`src/rtl/mux5_sel_if.sv`:
```
// Bus bundle for mux5_sel: the two address candidates, select, load enable
// and every result the block produces. The master side drives the candidates
// and controls; the slave side (the mux itself) drives the results.
interface mux5_sel_if #(
    parameter int WIDTH = 5,
    parameter int CNT_W = 16
);
    logic [WIDTH-1:0] input1;    // candidate chosen when op=0 (rt field)
    logic [WIDTH-1:0] input2;    // candidate chosen when op=1 (rd field)
    logic             op;        // select
    logic             en;        // load enable for registered copy and counter
    logic [WIDTH-1:0] out;       // combinational mux result
    logic [WIDTH-1:0] out_q;     // registered mux result
    logic             op_q;      // registered select
    logic [CNT_W-1:0] sel2_cnt;  // saturating count of enabled op=1 cycles
    logic             out_zero;  // out==0 flag (tied low unless enabled)

    modport master (
        output input1, input2, op, en,
        input  out, out_q, op_q, sel2_cnt, out_zero
    );

    modport slave (
        input  input1, input2, op, en,
        output out, out_q, op_q, sel2_cnt, out_zero
    );
endinterface

```
`src/rtl/mux5_sel.sv`:
```
// mux5_sel: 2:1 select of a register-file write address (RegDst style).
// The combinational result feeds the single-cycle datapath directly; a
// registered copy, registered select and a saturating op=1 usage counter
// give a pipelined/debug view of the same decision.
// Optional feature macro: MUX5_ZERO_FLAG_EN -- when defined, out_zero flags a
// $zero destination (out==0); when undefined, out_zero is tied to 0.
module mux5_sel #(
    parameter int WIDTH = 5,
    parameter int CNT_W = 16
) (
    input  logic         clk,
    input  logic         rst,
    mux5_sel_if.slave    bus
);

    logic [WIDTH-1:0] mux_out;

    logic [WIDTH-1:0] out_reg_q, out_reg_d;
    logic             op_reg_q,  op_reg_d;
    logic [CNT_W-1:0] cnt_q,     cnt_d;

    // Zero-latency select. The conditional operator is used rather than an
    // if/else so that an unknown op merges the two candidates bit by bit
    // (equal bits pass, differing bits go X) instead of silently picking input1.
    assign mux_out = bus.op ? bus.input2 : bus.input1;
    assign bus.out = mux_out;

    // Next-state for the registered copy and the saturating usage counter.
    always_comb begin
        // NOTE: every variable assigned here gets a default first (hold), so no
        // path leaves it unassigned and no latch is inferred.
        out_reg_d = out_reg_q;
        op_reg_d  = op_reg_q;
        cnt_d     = cnt_q;
        if (bus.en) begin
            out_reg_d = mux_out;
            op_reg_d  = bus.op;
            if (bus.op && (cnt_q != {CNT_W{1'b1}})) begin
                cnt_d = cnt_q + 1'b1;
            end
        end
    end

    // State registers; synchronous reset dominates the load enable.
    always_ff @(posedge clk) begin
        // NOTE: sequential state uses non-blocking assignments so all registers
        // update together from pre-edge values, independent of statement order.
        if (rst) begin
            out_reg_q <= '0;
            op_reg_q  <= 1'b0;
            cnt_q     <= '0;
        end else begin
            out_reg_q <= out_reg_d;
            op_reg_q  <= op_reg_d;
            cnt_q     <= cnt_d;
        end
    end

    assign bus.out_q    = out_reg_q;
    assign bus.op_q     = op_reg_q;
    assign bus.sel2_cnt = cnt_q;

`ifdef MUX5_ZERO_FLAG_EN
    // $zero-destination detect for downstream write suppression.
    assign bus.out_zero = (mux_out == '0);
`else
    assign bus.out_zero = 1'b0;
`endif

endmodule

```
`src/flat_wrapper.sv`:
```
// flat-port wrapper written by rule: the top's interface ports become plain ports
module mux5_sel_flat 
#(
    parameter int WIDTH = 5,
    parameter int CNT_W = 16
)
  (clk, rst, bus_input1, bus_input2, bus_op, bus_en, bus_out, bus_out_q, bus_op_q, bus_sel2_cnt, bus_out_zero);
  mux5_sel_if #(.WIDTH(WIDTH), .CNT_W(CNT_W)) bus_i ();
  input  logic clk;
  input  logic rst;
  input wire logic [$bits(bus_i.input1)-1:0] bus_input1;
  input wire logic [$bits(bus_i.input2)-1:0] bus_input2;
  input wire logic [$bits(bus_i.op)-1:0] bus_op;
  input wire logic [$bits(bus_i.en)-1:0] bus_en;
  output wire logic [$bits(bus_i.out)-1:0] bus_out;
  output wire logic [$bits(bus_i.out_q)-1:0] bus_out_q;
  output wire logic [$bits(bus_i.op_q)-1:0] bus_op_q;
  output wire logic [$bits(bus_i.sel2_cnt)-1:0] bus_sel2_cnt;
  output wire logic [$bits(bus_i.out_zero)-1:0] bus_out_zero;
  assign bus_i.input1 = bus_input1;
  assign bus_i.input2 = bus_input2;
  assign bus_i.op = bus_op;
  assign bus_i.en = bus_en;
  assign bus_out = bus_i.out;
  assign bus_out_q = bus_i.out_q;
  assign bus_op_q = bus_i.op_q;
  assign bus_sel2_cnt = bus_i.sel2_cnt;
  assign bus_out_zero = bus_i.out_zero;
  mux5_sel #(.WIDTH(WIDTH), .CNT_W(CNT_W)) u_core (.clk(clk), .rst(rst), .bus(bus_i));
endmodule
```
`config.mk`:
```
export PLATFORM = sky130hd
export DESIGN_NAME = mux5_sel_flat
export DESIGN_NICKNAME = d
export VERILOG_FILES = /design/src/rtl/mux5_sel_if.sv /design/src/rtl/mux5_sel.sv /design/src/flat_wrapper.sv
export SDC_FILE = /design/constraint.sdc
export NUM_CORES = 1
export LEC_CHECK = 0
export CAP_MARGIN = 20
export CELL_PAD_IN_SITES_DETAIL_PLACEMENT = 1
export CELL_PAD_IN_SITES_GLOBAL_PLACEMENT = 2
export CORE_UTILIZATION = 35
export DETAILED_ROUTE_END_ITERATION = 16
export DONT_BUFFER_PORTS = 1
export MAX_ROUTING_LAYER = met4
export PLACE_DENSITY = 0.79
export SYNTH_ARGS = -nofsm -noshare
export SYNTH_HDL_FRONTEND = slang
export SYNTH_SLANG_ARGS = --single-unit
```
`constraint.sdc`:
```
create_clock -name clk -period 3.35 [get_ports clk]
set_clock_uncertainty 0.15 [all_clocks]
set_input_delay 0.335 -clock clk [delete_from_list [all_inputs] [get_ports clk]]
set_output_delay 0.335 -clock clk [all_outputs]
set_load 0.05 [all_outputs]
```
### Word-level counts from Yosys, hierarchy flattened

Cells that the tools add are included.

* $lt $le $gt $ge: 0
* equal/unequal tests: 1
* multiplexer cells: 1
* multipliers: 0
* bitwise gates (word level): 0
* reduce and logical (&&, ||, !) cells: 2
* add/subtract/negate cells: 1
* divide/modulo/power cells: 0
* shift-type cells: 0

Operators with widths (count)
* adder 16 x 1 -> 16 bit (second input constant): 1
* != test 16 bit (second input constant): 1
* 2-to-1 mux 5 bit: 1
* AND reduction 2 bit: 1
* logical AND 1 bit: 1

* input bits: 14
* memory bits (read-only): 0
* memory bits (writable): 0
* flip-flop bits (word level): 22
* output and inout port bits: 28
* latch bits: 0
* memories: 0

### Longest topological paths before layout

Gate-level depths: netlist of the first run.

* depth in word-level cells: 3
* depth in mapped cells: 6
* gate-level depth less buffers: 5

### Worst setup path after synthesis of the first run

Ideal clock, no wire load.

* path kind: register to register
* start: register u_core.cnt_q[1], in the netlist u_core.bus.sel2_cnt[1]
* end: register u_core.cnt_q[14], in the netlist u_core.bus.sel2_cnt[14]
* arrival time: 2.090 ns
* stages on the path, launching flop included: 7
* clock period less this slack: 2.310 ns
* setup time: 0.071 ns
* slack: 1.040 ns
* required time: 3.129 ns
* cell sequence: dfxtp_1 ha_1 nand3_1 or2_2 buf_2 or4_1 a21oi_1

* longest elaborated chain between the ends: 3

Ends and longest elaborated chain
* start, declared: line mux5_sel.sv:20 `logic [CNT_W-1:0] cnt_q, cnt_d;`
* start signal, assigned: line mux5_sel.sv:55 `cnt_q <= cnt_d;`
* parallel branches: the longest is 3 deep, another holds adder 16 x 1 -> 16 bit

Several ways; the timed one is not identified.
A chain may end at the register's enable or synchronous reset.

### Final worst setup path of the first run

* start: register u_core.cnt_q[0], in the netlist u_core.bus.sel2_cnt[0]
* end: register u_core.cnt_q[11], in the netlist u_core.bus.sel2_cnt[11]

Same word-level chain as after synthesis.

==> metrics.md, run 1 <==
| Metric | Value |
|---|---|
| IR drop worst, VDD | 0.09811 mV |
| Worst-Skew Late Latency | 0.31 ns |
| Leading area contributor after synthesis | dfxtp_1 |
| Status | completed |
| DRC Markers | 0 |
| Clock sink total | 22 |
| CTS clk-pin slew, worst paths | 0.11 ns |
| Vias in the first global route | 1007 |
| Drt first pass iters | 4 |
| Via/cell ratio | 5.617 |
| Initial antenna violation count | 0 |
| P&R area growth vs syn | 7.668% |
| Cell variety after synth | 41 |
| Fraction of layout instances using a drive strength above 1 | 15.27% |
| WP data arrival | 2.58 ns |
| Mapped Cells | 130 |
| Met3 WL | 144 um |
| DRT Wirelength | 2896 um |
| Syn Area/Cell | 8.912 um^2 |
| Die footprint | 3544 um^2 |
| Vias | 983 |
| Number of synthesized flops with an enable pin | 0 |
| Avg WL per Cell | 16.55 um |
| Top-area cell type share of the netlist area | 38.01% |
| Post-cts gate resize count | 0 |
| Routed length on met1 | 1322 um |
| CORE AREA | 3103 um^2 |
| Initial DRC Count | 32 |
| RePlAce Congestion | 0.7780 |
| Number of max-cap violations | 0 |
| Die W | 59.54 um |
| Primary FF master, synth | dfxtp_1 |
| I/O pin count | 42 |
| Overall power | 460.5 uW |
| Crit-path slowest cell | dfxtp_1 |
| R2r setup slk | 0.83 ns |
| Nets | 148 |
| Fraction of registers with async set or reset after synthesis | 0% |
| Post-synthesis sequential area ratio | 38.01% |
| CTS H-Tree Depth | 1 |
| First-pass GRT wire length | 4788 um |
| Syn Nets | 145 |
| Met2 WL | 1363 um |
| Post-Syn Area | 1159 um^2 |
| Fin. Hold Viols | 0 |
| IO Port Bufs | 0 |
| Synth top cells by count | 22 x dfxtp_1, 12 x a21oi_1, 12 x nor2_1 |
| Row Count | 20 |
| Initial Util | 37.34% |
| Final period util | 75.18% |
| Hold buffer count at cts | 1 |
| Fmax | 397.1 MHz |
| WHS | 0.009164 ns |
| Max Used Layer | met4 |
| Largest net degree at the start of global routing | 18 |
| Routed Antenna Nets | 0 |
| PD cells | 369.2 nW/um^2 |
| Worst path required time | 3.41 ns |
| Worst stage delay on the critical path | 0.71 ns |
| Placed Cells | 170 |
| Crit path time final | 2.519 ns |
| CTS Buf Count | 3 |
| Hold Path Class | input port to register |
| Critical Path Sink Type | register |
| Setup TNS | 0 ns |
| Top-count cell post-synth | dfxtp_1 |
| GRT Total Usage | 18.88% |
| Fin. max-slew vios | 0 |
| Antenna cells | 0 |
| Post-DP HPWL | 2063 um |
| Fin cells | 175 |
| Setup violators final | 0 |
| Critical-path cell list | ha_1, nand3_1, nor4_2, and4b_1, mux2_1 |
| Top post-synthesis cells by area | dfxtp_1 38%, mux2_2 5.8%, a21oi_1 5.2% |
| CTS tree | done |
| Die height | 59.54 um |
| Worst-margin pin slew | 0.7201 ns |
| Relative slew margins | 51.93% |
| Crit Path Category | register to register |
| Crit-path max FO | 5 |
| Clock root buffer | clkbuf_4 |
| Total gr overflow | 0 |
| #FFs+latches synth | 22 |
| # Post-CTS Setup Buffers | 0 |
| Leak | 0.4288 nW |
| Startpoint Class | register |
| Max clock buf depth | 2 |
| RSZ-0062 raised after global routing | no |
| Syn. warnings | 0 |
==> worst paths after layout <==
| kind | cells after the start | startpoint | end |
|---|---|---|---|
| worst max register to register | 5 | u_core.bus.sel2_cnt[0]$_SDFFE_PP0P_ | u_core.bus.sel2_cnt[11]$_SDFFE_PP0P_ |
| worst max-delay path | 5 | u_core.bus.sel2_cnt[0]$_SDFFE_PP0P_ | u_core.bus.sel2_cnt[11]$_SDFFE_PP0P_ |
| worst min-delay path | 2 | rst | u_core.bus.sel2_cnt[15]$_SDFFE_PP0P_ |
| worst min register to register | 3 | u_core.bus.sel2_cnt[10]$_SDFFE_PP0P_ | u_core.bus.sel2_cnt[10]$_SDFFE_PP0P_ |
==> critical path: cells and delay by family (launching register included) <==
family	cells	cell delay, ns
AND/OR/NAND/NOR	3	0.91
multiplexers	1	0.31
adder cells (fa/ha/maj)	1	0.33
flip-flops	1	0.71
==> final cells by class <==
cell class	instances	area, um^2
clock buffers	3	22.52
fillers	383	1856
inverters	4	15.01
multi-input cells	95	656.9
flip-flops and latches	22	440.4
well taps	44	55.05
repair buffers	7	57.56
==> logic make-up (layout without fill, tap and decap cells) <==
kind of cell | after synthesis | in the layout | share of synthesized area (%)
compound gates | 25 | 25 | 14.47
fa+ha+maj | 1 | 1 | 1.080
buf+inv | 13 | 14 | 5.291
flops | 22 | 22 | 38.01
mux | 12 | 12 | 11.12
other cells | 1 | 1 | 0.3237
simple gates | 56 | 56 | 29.70
==> per-stage QoR <==
stage	util, %	setup WS [ns]	cell area, um^2
2_1_floorplan	-	1.040	1159
3_3_place_gp	38.83	0.9551	1205
3_5_place_dp	38.83	0.8637	1205
4_1_cts	39.88	0.8302	1237
5_1_grt	40.20	0.7095	1247
6_report	40.20	0.8315	1247
==> registers in the layout (all words and copies together) (netlist names) <==
| signal | cells |
|---|---|
| u_core.bus.sel2_cnt | 16 |
| u_core.bus.op_q | 1 |
| u_core.bus.out_q | 5 |
==> power by group <==
| group | switching [mW] | total (mW) | internal (mW) | leakage (nW) |
|---|---|---|---|---|
| Combinational | 0.0316 | 0.0459 | 0.0143 | 0.236 |
| Sequential | 0.0249 | 0.292 | 0.267 | 0.179 |
| Clock | 0.0802 | 0.122 | 0.0422 | 0.0138 |
==> metal layers <==
layer / global-route usage, % / vias to the layer above
met3: 5.022 / 7
met1: 22.74 / 468
met4: 8.970 / 0
li1: - / 487
met2: 29.21 / 21
met5: - / -
==> cell usage in the layout (no fill, tap or decap), types with 4 or more instances in the layout <==
master,n
nor4_1,5
nor3_1,5
or4_1,5
nand3_1,5
inv_1,4
dfxtp_1,22
nor2_1,12
mux2i_1,5
mux2_2,6
buf_4,5
a21oi_1,12
nand2_1,4
Note: power is estimated with default switching activity, not from simulation.
==> inputs of run 2 (changes only) <==
==> constraint.sdc (replaced) <==
create_clock -name clk -period 2.4 [get_ports clk]
set_clock_uncertainty 0.15 [all_clocks]
set_input_delay 0.24 -clock clk [delete_from_list [all_inputs] [get_ports clk]]
set_output_delay 0.24 -clock clk [all_outputs]
set_load 0.05 [all_outputs]
==> metrics.md, run 2 (synthesis gave the netlist of run 1 again) <==
| Metric | Value |
|---|---|
| P&R area growth vs syn | 19.55% |
| Placed Cells | 183 (+7.6%) |
| Avg WL per Cell | 15.79 um (-4.6%) |
| Largest net degree at the start of global routing | 23 (+5) |
| Row Count | 20 (unchanged) |
| Vias in the first global route | 1042 (+3.5%) |
| Leak | 0.5178 nW (+21%) |
| Crit-path slowest cell | or2_2 |
| Worst stage delay on the critical path | 0.43 ns (-0.28 ns) |
| # Post-CTS Setup Buffers | 0 (unchanged) |
| Crit Path Category | register to register |
| Multi-input gate area | 656.9 um^2 (unchanged) |
| Initial DRC Count | 53 (+66%) |
| Crit-path max FO | 9 (+4) |
| WP data arrival | 2.17 ns (-0.41 ns) |
| CTS H-Tree Depth | 1 (unchanged) |
| Layout fillers | 388 (+1.3%) |
| I/O pin count | 42 (unchanged) |
| Via/cell ratio | 5.558 (-1.1%) |
| Final period util | 85.98% (+11 points) |
| Routed Antenna Nets | 0 (unchanged) |
| Setup TNS | 0 ns (unchanged) |
| Setup violators final | 0 (unchanged) |
| RSZ-0062 raised after global routing | no |
| Initial antenna violation count | 0 (unchanged) |
| Die footprint | 3544 um^2 (unchanged) |
| CTS tree | done |
| Nets | 162 (+9.5%) |
| Fraction of layout instances using a drive strength above 1 | 23.29% (+8.0 points) |
| Clock root buffer | clkbuf_4 |
| Die height | 59.54 um (unchanged) |
| Critical Path Sink Type | register |
| Initial Util | 37.34% (unchanged) |
| Fin. Hold Viols | 0 (unchanged) |
| CORE AREA | 3103 um^2 (unchanged) |
| Number of max-cap violations | 0 (unchanged) |
| Worst path required time | 2.51 ns (-0.90 ns) |
| Largest register FFs | 16 (unchanged) |
| DRC Markers | 0 (unchanged) |
| DRT Wirelength | 3000 um (+3.6%) |
| Worst-Skew Late Latency | 0.32 ns (about the same) |
| Relative slew margins | 44.43% (-7.5 points) |
| Max clock buf depth | 2 (unchanged) |
| Total gr overflow | 0 (unchanged) |
| Critical-path cell list | ha_1, nand3_1, or2_2, or4_1, a21oi_1 |
| Worst-margin pin slew | 0.8308 ns (+0.1108 ns) |
| Fin cells | 190 (+8.6%) |
| IR drop worst, VDD | 0.2156 mV (+120%) |
| GRT Total Usage | 19.45% (+0.56 points) |
| Crit path time final | 2.064 ns (-0.4549 ns) |
| Status | completed |
| Post-cts gate resize count | 0 (unchanged) |
| PD cells | 556.1 nW/um^2 (+51%) |
| Drt first pass iters | 4 (unchanged) |
| Fmax | 484.6 MHz (+22%) |
| Hold Path Class | input port to register |
| Die W | 59.54 um (unchanged) |
| Fin. max-slew vios | 0 (unchanged) |
| Startpoint Class | register |
| CP delay by family, top | simple AND/OR/NAND/NOR gates |
| Crit path buffers/inverters | 0 (unchanged) |
| Vias | 1056 (+7.4%) |
| Post-DP HPWL | 2230 um (+8.1%) |
| IO Port Bufs | 0 (unchanged) |
| First-pass GRT wire length | 4974 um (+3.9%) |
| Final worst slack | 0.3364 ns (-0.4951 ns) |
| RePlAce Congestion | 0.7807 (+0.35%) |
| Commonest non-fill, non-tap cell in the layout | dfxtp_1 |
| Reg area | 440.4 um^2 (unchanged) |
| CTS Buf Count | 3 (unchanged) |
| CTS clk-pin slew, worst paths | 0.13 ns (+0.02 ns) |
| Most frequent cells in the layout | 22 x dfxtp_1, 18 x buf_4, 12 x nor2_1, 12 x a21oi_1, 6 x mux2_2 |
| Pre-CTS setup slack | 0.3745 ns (-0.4892 ns) |
| Clock sink total | 22 (unchanged) |
| Overall power | 770.2 uW (+67%) |
| Antenna cells | 0 (unchanged) |
run 2: what timing repair did:
| action | 4_1_cts | 5_1_grt |
|---|---|---|
| hold buffers | 3 | 0 |
| hold endpoints to repair | 22 | 0 |
| setup endpoints to repair | 0 | 0 |
run 2: layout make-up:
type,count,share of cell area [%]
tap,44,3.975
timing repair buffer,21,11.92
sequential,22,31.80
clock buffer,3,1.626
inverter,4,1.084
clock inverter,1,2.168
multi-input combinational,95,47.43
run 2: per-layer routing:
metal  vias up  GRT usage, %  routed length (um)
met3         6         3.275                 109
met1       515         22.21                1277
met4         0         9.302                  47
met5         -             -                   0
met2        20         32.91                1566
li1        515             -                   -
run 2: report_power, final:
part	switching, mW	internal, mW
registers	0.0289	0.373
clock network	0.122	0.169
logic	0.0540	0.0230
total	0.205	0.565
run 2: worst reg2reg max path, cell delays in order (launching register included):
cell     delay (ns)
dfxtp_1        0.41
ha_1           0.24
nand3_1        0.21
or2_2          0.43
or4_1          0.43
a21oi_1        0.15
run 2: final timing paths:
check	to	cells after the start	slack (ns)	start
worst min-delay path	u_core.bus.op_q$_SDFFE_PP0P_	2	0.02	bus_en
worst max-delay path	u_core.bus.sel2_cnt[12]$_SDFFE_PP0P_	5	0.34	u_core.bus.sel2_cnt[1]$_SDFFE_PP0P_
worst max register to register	u_core.bus.sel2_cnt[12]$_SDFFE_PP0P_	5	0.34	u_core.bus.sel2_cnt[1]$_SDFFE_PP0P_
worst min register to register	u_core.bus.sel2_cnt[0]$_SDFFE_PP0P_	2	0.39	u_core.bus.sel2_cnt[0]$_SDFFE_PP0P_
run 2: stage by stage:
step,utilization [%],hold WS [ns],instance area [um^2]
CTS,44.64,0.01784,1385
detailed placement,41.98,0.1636,1303
global route,44.64,0.008754,1385
floorplan,-,0.2976,1159
finish,44.64,0.01744,1385
global placement,41.98,0.1627,1303
==> inputs of run 3 (changes only) <==
--- a/config.mk
+++ b/config.mk
@@ -7,12 +7,12 @@
 export LEC_CHECK = 0
 export CAP_MARGIN = 20
 export CELL_PAD_IN_SITES_DETAIL_PLACEMENT = 1
-export CELL_PAD_IN_SITES_GLOBAL_PLACEMENT = 2
+export CELL_PAD_IN_SITES_GLOBAL_PLACEMENT = 1
 export CORE_UTILIZATION = 35
 export DETAILED_ROUTE_END_ITERATION = 16
 export DONT_BUFFER_PORTS = 1
 export MAX_ROUTING_LAYER = met4
-export PLACE_DENSITY = 0.79
+export PLACE_DENSITY = 0.65
 export SYNTH_ARGS = -nofsm -noshare
 export SYNTH_HDL_FRONTEND = slang
 export SYNTH_SLANG_ARGS = --single-unit
==> metrics.md, run 3 (synthesis gave the netlist of run 1 again) <==
| Metric | Value |
|---|---|
| Crit. Startpoint | u_core.bus.sel2_cnt[0]$_SDFFE_PP0P_ |
| R2r setup slk | 0.33 ns (about the same) |
| Total gr overflow | 0 (unchanged) |
| Grt met3 use | 2.838% (-0.44 points) |
| CTS clk-pin slew, worst paths | 0.13 ns (about the same) |
| Fin area | 1375 um^2 (-0.72%) |
| CORE AREA | 3103 um^2 (unchanged) |
| DRC Markers | 0 (unchanged) |
| Startpoint Class | register |
| GR peak layer | met2 |
| Die footprint | 3544 um^2 (unchanged) |
| Global routing usage on met1 | 22.31% (+0.10 points) |
| Post-cts gate resize count | 0 (unchanged) |
| Critical Path Sink Type | register |
| Hold Path Class | input port to register |
| Worst reg2reg path startpoint | u_core.bus.sel2_cnt[0]$_SDFFE_PP0P_ |
| Setup TNS | 0 ns (unchanged) |
| Row Count | 20 (unchanged) |
| Clock root buffer | clkbuf_4 |
| RSZ-0062 raised after global routing | no |
| Max clock buf depth | 2 (unchanged) |
| Crit path to | u_core.bus.sel2_cnt[12]$_SDFFE_PP0P_ |
| Overall power | 769.6 uW (about the same) |
| GRT Total Usage | 18.69% (-0.76 points) |
| Worst reg-to-reg path cell count | 5 (unchanged) |
| IR drop worst, VDD | 0.1922 mV (-11%) |
| Met2 usage | 31.14% (-1.8 points) |
| Relative slew margins | 42.92% (-1.5 points) |
| Initial Util | 37.34% (unchanged) |
| Layout fillers | 390 (+0.52%) |
| Antenna cells | 0 (unchanged) |
| Worst-Skew Late Latency | 0.32 ns (about the same) |
| RePlAce Congestion | 0.7775 (-0.41%) |
| Avg WL per Cell | 15.29 um (-3.2%) |
| Placed Cells | 183 (unchanged) |
| Die W | 59.54 um (unchanged) |
| Status | completed |
| Initial DRC Count | 30 (-43%) |
| Fin. Hold Viols | 0 (unchanged) |
| Clock sink total | 22 (unchanged) |
| Fin. max-slew vios | 0 (unchanged) |
| Setup violators final | 0 (unchanged) |
| I/O pin count | 42 (unchanged) |
| CTS tree | done |
| Post-DP HPWL | 2124 um (-4.8%) |
| CTS H-Tree Depth | 1 (unchanged) |
| P&R area growth vs syn | 18.68% |
| Fmax | 484.0 MHz (-0.13%) |
| Drt first pass iters | 4 (unchanged) |
| Worst-margin pin slew | 0.8533 ns (+0.02247 ns) |
| Area after DPL | 1303 um^2 (unchanged) |
| Die height | 59.54 um (unchanged) |
| Fraction of layout instances using a drive strength above 1 | 23.45% (+0.16 points) |
| Crit path time final | 2.066 ns (+0.002589 ns) |
| PD cells | 559.7 nW/um^2 (+0.64%) |
| First-pass GRT wire length | 4795 um (-3.6%) |
| Fin cells | 189 (-0.53%) |
| Crit-path max FO | 9 (unchanged) |
| Routed Antenna Nets | 0 (unchanged) |
| Initial antenna violation count | 0 (unchanged) |
| Leak | 0.5136 nW (-0.81%) |
| Via/cell ratio | 5.423 (-2.4%) |
| Largest net degree at the start of global routing | 23 (unchanged) |
| CTS Buf Count | 3 (unchanged) |
| Final period util | 86.09% (+0.11 points) |
| Worst path required time | 2.50 ns (about the same) |
| Crit Path Category | register to register |
| IO Port Bufs | 0 (unchanged) |
| Most frequent cells in the layout | 22 x dfxtp_1, 18 x buf_4, 12 x nor2_1, 12 x a21oi_1, 6 x mux2_2 |
| WP data arrival | 2.17 ns (about the same) |
| Largest register FFs | 16 (unchanged) |
| R2r endpoint | u_core.bus.sel2_cnt[12]$_SDFFE_PP0P_ |
| Number of max-cap violations | 0 (unchanged) |
| Nets | 161 (-0.62%) |
| Vias | 1025 (-2.9%) |
| WHS Path Cells | 2 (unchanged) |
| Vias in the first global route | 1014 (-2.7%) |
| Commonest non-fill, non-tap cell in the layout | dfxtp_1 |
| DRT Wirelength | 2889 um (-3.7%) |
-- run 3: cell count changes in the layout (fill, tap and decap cells not counted) --
cell	previous run	this run
dlygate4sd3_1	3	2
-- run 3: critical path: stages, from the launching register on --
cell and delay, ns:
dfxtp_1 0.41, ha_1 0.24, nand3_1 0.20, or2_2 0.42, or4_1 0.42, a21oi_1 0.16
-- run 3: final cells by class --
class | instances | area (um^2) | area share, %
inverters | 4 | 15.01 | 1.092
clock inverters | 1 | 30.03 | 2.184
clock buffers | 3 | 22.52 | 1.638
well taps | 44 | 55.05 | 4.004
multi-input cells | 95 | 656.9 | 47.77
flip-flops and latches | 22 | 440.4 | 32.03
repair buffers | 20 | 155.1 | 11.28
-- run 3: per-layer routing --
layer	part of all wire (%)	vias up
li1	-	512
met1	46	491
met2	49	17
met3	3.3	5
met4	1.6	0
met5	0	-
-- run 3: worst min path at each step --
stage                     startpoint                                    to  slack [ns]
after detailed placement         rst  u_core.bus.sel2_cnt[14]$_SDFFE_PP0P_        0.17
after CTS                        rst  u_core.bus.sel2_cnt[11]$_SDFFE_PP0P_       0.009
after global routing             rst   u_core.bus.sel2_cnt[3]$_SDFFE_PP0P_        0.02
after floorplan                  rst  u_core.bus.sel2_cnt[11]$_SDFFE_PP0P_        0.30
final                            rst  u_core.bus.sel2_cnt[11]$_SDFFE_PP0P_        0.01
after global placement           rst          u_core.bus.op_q$_SDFFE_PP0P_        0.16
-- run 3: what timing repair did --
| item | in CTS | in global routing |
|---|---|---|
| endpoints found under the setup margin | 0 | 0 |
| hold buffers | 2 | 0 |
| setup buffers | 0 | 0 |
| endpoints found under the hold margin | 22 | 0 |
-- run 3: per-stage QoR --
| stage | setup WS, ns | hold slack (ns) | utilization [%] |
|---|---|---|---|
| 2_1_floorplan | 0.08972 | 0.2976 | - |
| 3_3_place_gp | 0.4421 | 0.1622 | 41.98 |
| 3_5_place_dp | 0.3818 | 0.1660 | 41.98 |
| 4_1_cts | 0.3381 | 0.009136 | 44.31 |
| 5_1_grt | 0.2165 | 0.01964 | 44.31 |
| 6_report | 0.3338 | 0.01311 | 44.31 |
-- run 3: report_power, final --
part	leakage, nW	total [mW]	switching (mW)	internal, mW
combinational	0.307	0.0756	0.0538	0.0219
sequential	0.179	0.402	0.0288	0.373
clock	0.0279	0.292	0.123	0.169
